[src/rtl/fp_mul_pipe.sv]
// Three-stage pipelined floating-point multiplier with valid/ready flow control.
// Define FP_MUL_RNE_EN for round-to-nearest-even; otherwise results are truncated.
module fp_mul_pipe #(
  parameter int unsigned EXP_W = 8,
  parameter int unsigned MAN_W = 23
) (
  input  logic                     clk,
  input  logic                     reset,
  input  logic                     in_valid,
  output logic                     in_ready,
  input  logic [EXP_W+MAN_W:0]     a,
  input  logic [EXP_W+MAN_W:0]     b,
  output logic                     out_valid,
  input  logic                     out_ready,
  output logic [EXP_W+MAN_W:0]     S,
  output logic                     Overflow,
  output logic                     Underflow,
  output logic                     Inexact
);

  localparam int unsigned PW = 2 * MAN_W + 2;
  localparam int unsigned EW = EXP_W + 2;
  localparam logic [EW-1:0] Bias = EW'((1 << (EXP_W - 1)) - 1);
  localparam logic signed [EW-1:0] ExpMax = {2'b00, {EXP_W{1'b1}}};

  typedef enum logic [1:0] {KindNorm, KindZero, KindInf, KindNan} kind_e;

  // Operand classification
  logic [EXP_W-1:0] ea, eb;
  logic [MAN_W-1:0] fa, fb;
  logic             a_zero, a_inf, a_nan, b_zero, b_inf, b_nan;
  kind_e            kind_in;

  assign ea = a[EXP_W+MAN_W-1 -: EXP_W];
  assign eb = b[EXP_W+MAN_W-1 -: EXP_W];
  assign fa = a[MAN_W-1:0];
  assign fb = b[MAN_W-1:0];

  always_comb begin
    a_zero = (ea == '0);
    b_zero = (eb == '0);
    a_inf  = (ea == '1) && (fa == '0);
    b_inf  = (eb == '1) && (fb == '0);
    a_nan  = (ea == '1) && (fa != '0);
    b_nan  = (eb == '1) && (fb != '0);
    kind_in = KindNorm;
    if (a_nan || b_nan || (a_inf && b_zero) || (a_zero && b_inf)) begin
      kind_in = KindNan;
    end else if (a_inf || b_inf) begin
      kind_in = KindInf;
    end else if (a_zero || b_zero) begin
      kind_in = KindZero;
    end
  end

  // One stall signal freezes every stage, bubbles included
  assign in_ready = !out_valid || out_ready;

  // Stage 1 and stage 2 registers
  logic                    s1_valid, s1_sign;
  logic [EXP_W-1:0]        s1_ea, s1_eb;
  logic [MAN_W:0]          s1_ma, s1_mb;
  kind_e                   s1_kind;
  logic                    s2_valid, s2_sign;
  logic [PW-1:0]           s2_prod;
  logic signed [EW-1:0]    s2_exp;
  kind_e                   s2_kind;

  // Stage 3 combinational normalise / round / pack
  logic [PW-2:0]           norm;
  logic signed [EW-1:0]    exp_n, exp_r;
  logic [MAN_W-1:0]        frac, frac_r;
  logic                    guard, rnd, sticky;
  logic [EXP_W+MAN_W:0]    res;
  logic                    res_ovf, res_unf, res_inx;
`ifdef FP_MUL_RNE_EN
  logic                    round_up;
  logic [MAN_W:0]          frac_ext;
`endif

  always_comb begin
    norm   = s2_prod[PW-1] ? s2_prod[PW-2:0] : {s2_prod[PW-3:0], 1'b0};
    exp_n  = s2_exp + EW'(s2_prod[PW-1]);
    frac   = norm[PW-2 -: MAN_W];
    guard  = norm[MAN_W];
    rnd    = norm[MAN_W-1];
    sticky = |norm[MAN_W-2:0];
`ifdef FP_MUL_RNE_EN
    round_up = guard && (rnd || sticky || frac[0]);
    frac_ext = {1'b0, frac} + {{MAN_W{1'b0}}, round_up};
    frac_r   = frac_ext[MAN_W-1:0];
    exp_r    = exp_n + EW'(frac_ext[MAN_W]);
`else
    frac_r   = frac;
    exp_r    = exp_n;
`endif
    res     = '0;
    res_ovf = 1'b0;
    res_unf = 1'b0;
    res_inx = 1'b0;
    case (s2_kind)
      KindNan:  res = {1'b0, {EXP_W{1'b1}}, 1'b1, {(MAN_W-1){1'b0}}};
      KindInf:  res = {s2_sign, {EXP_W{1'b1}}, {MAN_W{1'b0}}};
      KindZero: res = {s2_sign, {(EXP_W+MAN_W){1'b0}}};
      default: begin
        if (exp_r >= ExpMax) begin
          res     = {s2_sign, {EXP_W{1'b1}}, {MAN_W{1'b0}}};
          res_ovf = 1'b1;
          res_inx = 1'b1;
        end else if (exp_r[EW-1] || (exp_r == '0)) begin
          res     = {s2_sign, {(EXP_W+MAN_W){1'b0}}};
          res_unf = 1'b1;
          res_inx = 1'b1;
        end else begin
          res     = {s2_sign, exp_r[EXP_W-1:0], frac_r};
          res_inx = guard || rnd || sticky;
        end
      end
    endcase
  end

  always_ff @(posedge clk) begin
    if (!reset) begin
      s1_valid  <= 1'b0;
      s1_sign   <= 1'b0;
      s1_ea     <= '0;
      s1_eb     <= '0;
      s1_ma     <= '0;
      s1_mb     <= '0;
      s1_kind   <= KindZero;
      s2_valid  <= 1'b0;
      s2_sign   <= 1'b0;
      s2_prod   <= '0;
      s2_exp    <= '0;
      s2_kind   <= KindZero;
      out_valid <= 1'b0;
      S         <= '0;
      Overflow  <= 1'b0;
      Underflow <= 1'b0;
      Inexact   <= 1'b0;
    end else if (in_ready) begin
      s1_valid <= in_valid;
      if (in_valid) begin
        s1_sign <= a[EXP_W+MAN_W] ^ b[EXP_W+MAN_W];
        s1_ea   <= ea;
        s1_eb   <= eb;
        s1_ma   <= {1'b1, fa};
        s1_mb   <= {1'b1, fb};
        s1_kind <= kind_in;
      end
      s2_valid <= s1_valid;
      if (s1_valid) begin
        s2_sign <= s1_sign;
        s2_prod <= PW'(s1_ma) * PW'(s1_mb);
        s2_exp  <= {2'b00, s1_ea} + {2'b00, s1_eb} - Bias;
        s2_kind <= s1_kind;
      end
      out_valid <= s2_valid;
      if (s2_valid) begin
        S         <= res;
        Overflow  <= res_ovf;
        Underflow <= res_unf;
        Inexact   <= res_inx;
      end
    end
  end

endmodule

[config.mk]
export PLATFORM = sky130hd
export DESIGN_NAME = fp_mul_pipe
export DESIGN_NICKNAME = d
export VERILOG_FILES = /design/src/rtl/fp_mul_pipe.sv
export SDC_FILE = /design/constraint.sdc
export NUM_CORES = 2
export LEC_CHECK = 0
export CAP_MARGIN = 15
export CELL_PAD_IN_SITES_DETAIL_PLACEMENT = 0
export CELL_PAD_IN_SITES_GLOBAL_PLACEMENT = 2
export CORE_ASPECT_RATIO = 0.9
export CORE_UTILIZATION = 28
export DETAILED_ROUTE_END_ITERATION = 16
export PLACE_DENSITY_LB_ADDON = 0.1
export SKIP_LAST_GASP = 1
export SLEW_MARGIN = 30
export SYNTH_ARGS = -nofsm -noshare
export SYNTH_HDL_FRONTEND = slang
export SYNTH_SLANG_ARGS = --single-unit
[constraint.sdc]
create_clock -name clk -period 6.8 [get_ports clk]
set_input_delay 1.7 -clock clk [delete_from_list [all_inputs] [get_ports clk]]
set_output_delay 1.7 -clock clk [all_outputs]
set_load 0.1 [all_outputs]
# Word level (Yosys, flattened, before mapping)
# Index checks and enable logic that the tools add are counted.
[classes]
n_addsub = 3
magnitude_cmp = 1
muxes = 15
eq_ne = 5
bitwise_logic = 1
reduce_logical = 28
n_mul = 1
[ops]
columns = ["cell", "count"]
rows = [
  ["$pmux 32 s3", 1],
  ["$mux 31", 2],
  ["$mul 24x24->48", 1],
  ["$mux 47", 1],
  ["$logic_not 23->1", 2],
  ["$reduce_bool 23->1", 2],
  ["$reduce_or 22->1", 1],
  ["$eq 8x8->1 const B", 2],
  ["$logic_not 8->1", 2],
  ["$add 10x1->10", 1],
  ["$ge 10x9->1 const B", 1],
  ["$logic_not 10->1", 1],
  ["$sub 9x7->10 const B", 1],
  ["$add 8x8->9", 1],
  ["$logic_or 1x1->1", 9],
  ["$mux 1", 9],
  ["$logic_and 1x1->1", 6],
  ["$reduce_and 2->1", 3],
  ["$eq 2x2->1 const B", 2],
  ["$mux 2", 2],
  ["$reduce_or 3->1", 1],
  ["$eq 2x1->1 const B", 1],
  ["$logic_not 1->1", 1],
  ["$xor 1x1->1", 1],
]
[word_totals]
out_inout_bits = 37
in_bits = 68
register_bits = 166
word_cells = 71

# Depth between registers and ports, before layout
[logic_depth]
word_depth = 6
mapped_depth = 28
depth_no_buf = 25

# Worst setup path before layout
# OpenSTA, ideal clock, no wires.
[synth_path]
path_type = "register -> register"
startpoint = "reg s1_mb[3]"
endpoint = "reg s2_prod[46]"
setup_time_ns = 0.120
required_ns = 6.680
path_stages_with_launch = 29
slack_ns = 0.125
n_path_buf = 3
arrival_ns = 6.555
synth_period_minus_slack_ns = 6.675
path_cell_list = "dfxtp_1 -> clkbuf_1 -> clkbuf_1 -> nand2_1 -> fa_1 -> inv_1 -> fa_1 -> inv_1 -> fa_1 -> inv_1 -> fa_1 -> inv_1 -> fa_1 -> inv_1 -> fa_1 -> inv_1 -> fa_1 -> inv_1 -> ha_1 -> clkbuf_1 -> nand2_1 -> nor2b_1 -> nand2_1 -> o21a_1 -> o2bb2ai_2 -> o31ai_2 -> a21oi_1 -> o21a_1 -> o31a_1"
[synth_between]
elab_chain_len = 1
[synth_rtl]
columns = ["item", "line", "rtl"]
rows = [
  ["start: declaration", "62", "logic [MAN_W:0] s1_ma, s1_mb;"],
  ["start signal: assignment", "148", "s1_mb <= {1'b1, fb};"],
  ["$mul 24x24->48", "154", "s2_prod <= PW'(s1_ma) * PW'(s1_mb);"],
  ["end signal: assignment", "154", ""],
  ["end: declaration", "65", "logic [PW-1:0] s2_prod;"],
]
# Every way passes these cells.
# A chain may end at the register's enable or synchronous reset.

# Final worst setup path
[layout_path]
startpoint = "reg s1_ma[15]"
endpoint = "reg s2_prod[46]"
[layout_between]
elab_chain_len = 1
[layout_rtl]
columns = ["item", "line", "rtl"]
rows = [
  ["start: declaration", "62", ""],
  ["start signal: assignment", "147", "s1_ma <= {1'b1, fa};"],
  ["$mul 24x24->48", "154", ""],
]
# Every way passes these cells.

==> results.md <==
- Clock Sinks: 165
- Syn Std Cell Area: 0.0258 mm^2
- Via count: 20331
- Clk_lat worst skew: 0.49 ns
- Post-Place Cell Area: 0.0300 mm^2
- Clock network fraction of design power: 24.8%
- CTS clk-pin slew, worst paths: 0.08 ns
- Global-route usage over all layers: 18.6%
- Placer Congestion: 0.817
- Worst-path maximum fanout: 9
- Max clock buf depth: 2
- First-pass DRT Iterations: 5
- Vias in the first global route: 22135
- Cts hold-fix bufs: 0
- Root Buffer: clkbuf_16
- Seq/Total Area, Yosys: 12.8%
- Status: completed
- Antenna violations before repair: 2
- Die area: 0.0935 mm^2
- Period utilization: 97.2%
- DP Wirelength: 71.1 mm
- Final #Nets: 3986
- R2R Path End: s2_prod[46]
- Die width: 322 um
- Core Rows: 105
- # DRC: 0
- Hold Crit Class: flip-flop to flip-flop
- TritonCTS clock tree: done
- Routed wire length: 85.1 mm
- Final Cell Area: 0.0312 mm^2
- Comb power frac: 48.2%
- Die height: 290 um
- Largest net degree at the start of global routing: 80
- Worst slew pin tran: 1.02 ns
- Crit path DAT: 6.99 ns
- Switching share of power: 41.6%
- Rel. slew slack: 32.0%
- Synth Area per Inst: 8.45 um^2
- Hold Vio Cnt, Final: 0
- Initial drt markers: 876
- DR WL/cell: 19.0 um
- Final setup fails: 0
- R2R Setup Slk: 0.19 ns
- Setup crit end kind: flip-flop
- Buffers added on ports: 104
- Congestion Overflow GR: 0
- Synth Instances: 3057
- Psw: 1.66 mW
- Top_reg_cell synth: dfxtp_1
- Starting density of the core: 28.3%
- Commonest non-fill, non-tap cell in the layout: inv_1
- CTS H-tree lvls: 4
- Layout Utilization: 34.2%
- Post-synthesis cell type count: 62
- Vias per cell: 4.53
- Layout cells sized above 1: 11.7%
- Post-synth EDFFs: 0
- Internal power: 2.33 mW
- MaxCap Viol Count: 0
- Leak pwr: 14.3 nW
- Final Critical Period: 6.61 ns
- #FFs+latches synth: 165
- Worst setup path category: flip-flop to flip-flop
- IO Pins: 105
- Worst r2r path cells: 25
- Max Freq: 151 MHz
- Register share of total power: 27.0%
- CP Launch Type: flip-flop
- Syn. warnings: 0
- Pins over their slew limit: 0
- Detail Route Antenna Nets: 0
- Min-Delay Path Depth: 2
- Area Growth Syn to Fin: 20.8%
- Synth Net Count: 3799
- Commonest cells after routing, fill and taps aside: inv_1 (575), nand2_1 (563), fa_1 (478), and2_1 (282), buf_4 (186)
- Setup TNS: 0 ns
- First-pass GRT wire length: 132 mm
- Min-Delay Endpoint: S[13]
- Total CTS buffers: 17
- N_diodes: 0
- Min-delay src: S[13]
- Worst EP required: 7.18 ns
- Async set-reset flop share out of synthesis: 0%
- Core footprint: 0.0913 mm^2
- Final Skew: 0.0230 ns
- Worst vdd ir: 0.000134 V
- Power Total: 4.00 mW
- Cell Pwr Density: 128 mW/mm^2
- Worst R2R Start: s1_ma[15]
-- worst max-delay path by stage --
stage,startpoint,end,slack (ns),cells past startpoint
after CTS,s1_ma[20],s2_prod[46],0.003,23
final,s1_ma[15],s2_prod[46],0.19,25
after floorplan,s1_mb[3],s2_prod[46],0.13,28
after global routing,s1_mb[12],s2_prod[38],-0.04,26
after detailed placement,s1_mb[9],s2_prod[41],-0.25,22
after global placement,s1_ma[8],s2_prod[41],-0.22,23
-- power by group through the flow --
stage | logic [mW] | registers (mW) | clock network [mW]
global route | 2.15 | 1.09 | 1.06
detailed placement | 1.84 | 1.10 | 0
floorplan | 1.01 | 1.10 | 0
global placement | 1.84 | 1.10 | 0
CTS | 1.87 | 1.08 | 1.04
finish | 1.93 | 1.08 | 0.993
-- timing repair --
action	4_1_cts	5_1_grt
pin swaps	1	44
buffers inserted	0	13
endpoints found under the hold margin	0	0
cloned	0	2
endpoints found under the setup margin	15	25
gates resized for setup	14	105
-- registers in the layout, summed over array words and instances (netlist names) --
signal	flops
Inexact	1
Overflow	1
S	32
Underflow	1
out_valid	1
s1_ea	8
s1_eb	8
s1_kind	2
s1_ma	24
s1_mb	23
s1_sign	1
s1_valid	1
s2_exp	10
s2_kind	2
s2_prod	48
s2_sign	1
s2_valid	1
-- synth_stat cells (all sizes together), types with 2 or more instances --
master,number,share of area (%)
clkbuf,164,2.4
ha,191,9.2
o21bai,14,0.41
or2,3,0.073
a211oi,9,0.26
and3,7,0.21
o211ai,6,0.19
nand4b,4,0.14
o2111ai,2,0.068
o31a,2,0.068
nand4,21,0.51
nor2b,5,0.12
nand2b,4,0.097
o21ai,74,1.4
mux2i,27,1.0
buf,10,0.18
a31oi,11,0.27
xor2,20,0.68
nor3,19,0.37
o21a,7,0.20
inv,579,8.4
xnor2,34,1.2
nand3,33,0.64
a21o,14,0.41
or4,2,0.058
o2bb2ai,2,0.092
or3,3,0.073
nor4,26,0.63
o31ai,4,0.14
a221o,2,0.077
and2,287,6.9
nor2,62,0.93
a21oi,177,3.4
nand2,567,8.2
dfxtp,165,13
o221ai,3,0.13
fa,483,37
-- critical path, cell delays in order (launching register included) --
cell       delay, ns
dfxtp_1         0.33
buf_12          0.15
buf_4           0.16
buf_4           0.13
and2_1          0.16
fa_1            0.44
fa_1            0.52
inv_1           0.05
fa_1            0.49
inv_1           0.05
fa_1            0.59
fa_1            0.44
fa_1            0.50
inv_1           0.05
fa_1            0.47
inv_1           0.04
ha_2            0.36
buf_4           0.12
nand4_1         0.17
nand2b_4        0.21
o31ai_4         0.07
o2bb2ai_4       0.14
o31ai_4         0.28
a21oi_2         0.09
o21a_1          0.20
o31a_1          0.27
-- metrics by stage --
step | hold slack (ns) | setup WS [ns] | cells
CTS | 0.458 | 0.00310 | 4471
detailed placement | 0.448 | -0.249 | 4440
global route | 0.474 | -0.0385 | 4486
floorplan | 0.427 | 0.125 | 3057
global placement | 0.439 | -0.223 | 4440
finish | 0.452 | 0.187 | 4486
-- kinds of logic after synthesis --
logic type,count (synthesis),share of synthesized area [%]
simple gates,1044,19.1
compound gates,340,7.62
flops,165,12.8
fa+ha+maj,674,46.7
buf+inv,753,11.0
xor+xnor,54,1.83
mux,27,1.05
-- cell type report --
| class | count | area (um^2) |
|---|---|---|
| timing repair buffer | 342 | 3430 |
| sequential | 165 | 3330 |
| inverter | 579 | 2180 |
| multi-input combinational | 2139 | 20200 |
| clock buffer | 19 | 443 |
| tap | 1230 | 1540 |
| clock inverter | 12 | 115 |
| fill | 9617 | 60100 |
-- metal layers --
layer,vias to the layer above,global-route usage [%],wire [um]
li1,9655,-,-
met1,10370,25.2,39600
met2,248,32.3,42600
met3,58,1.85,1750
met4,0,3.24,1100
met5,-,0,0
Power figures use the tool's default switching activity.
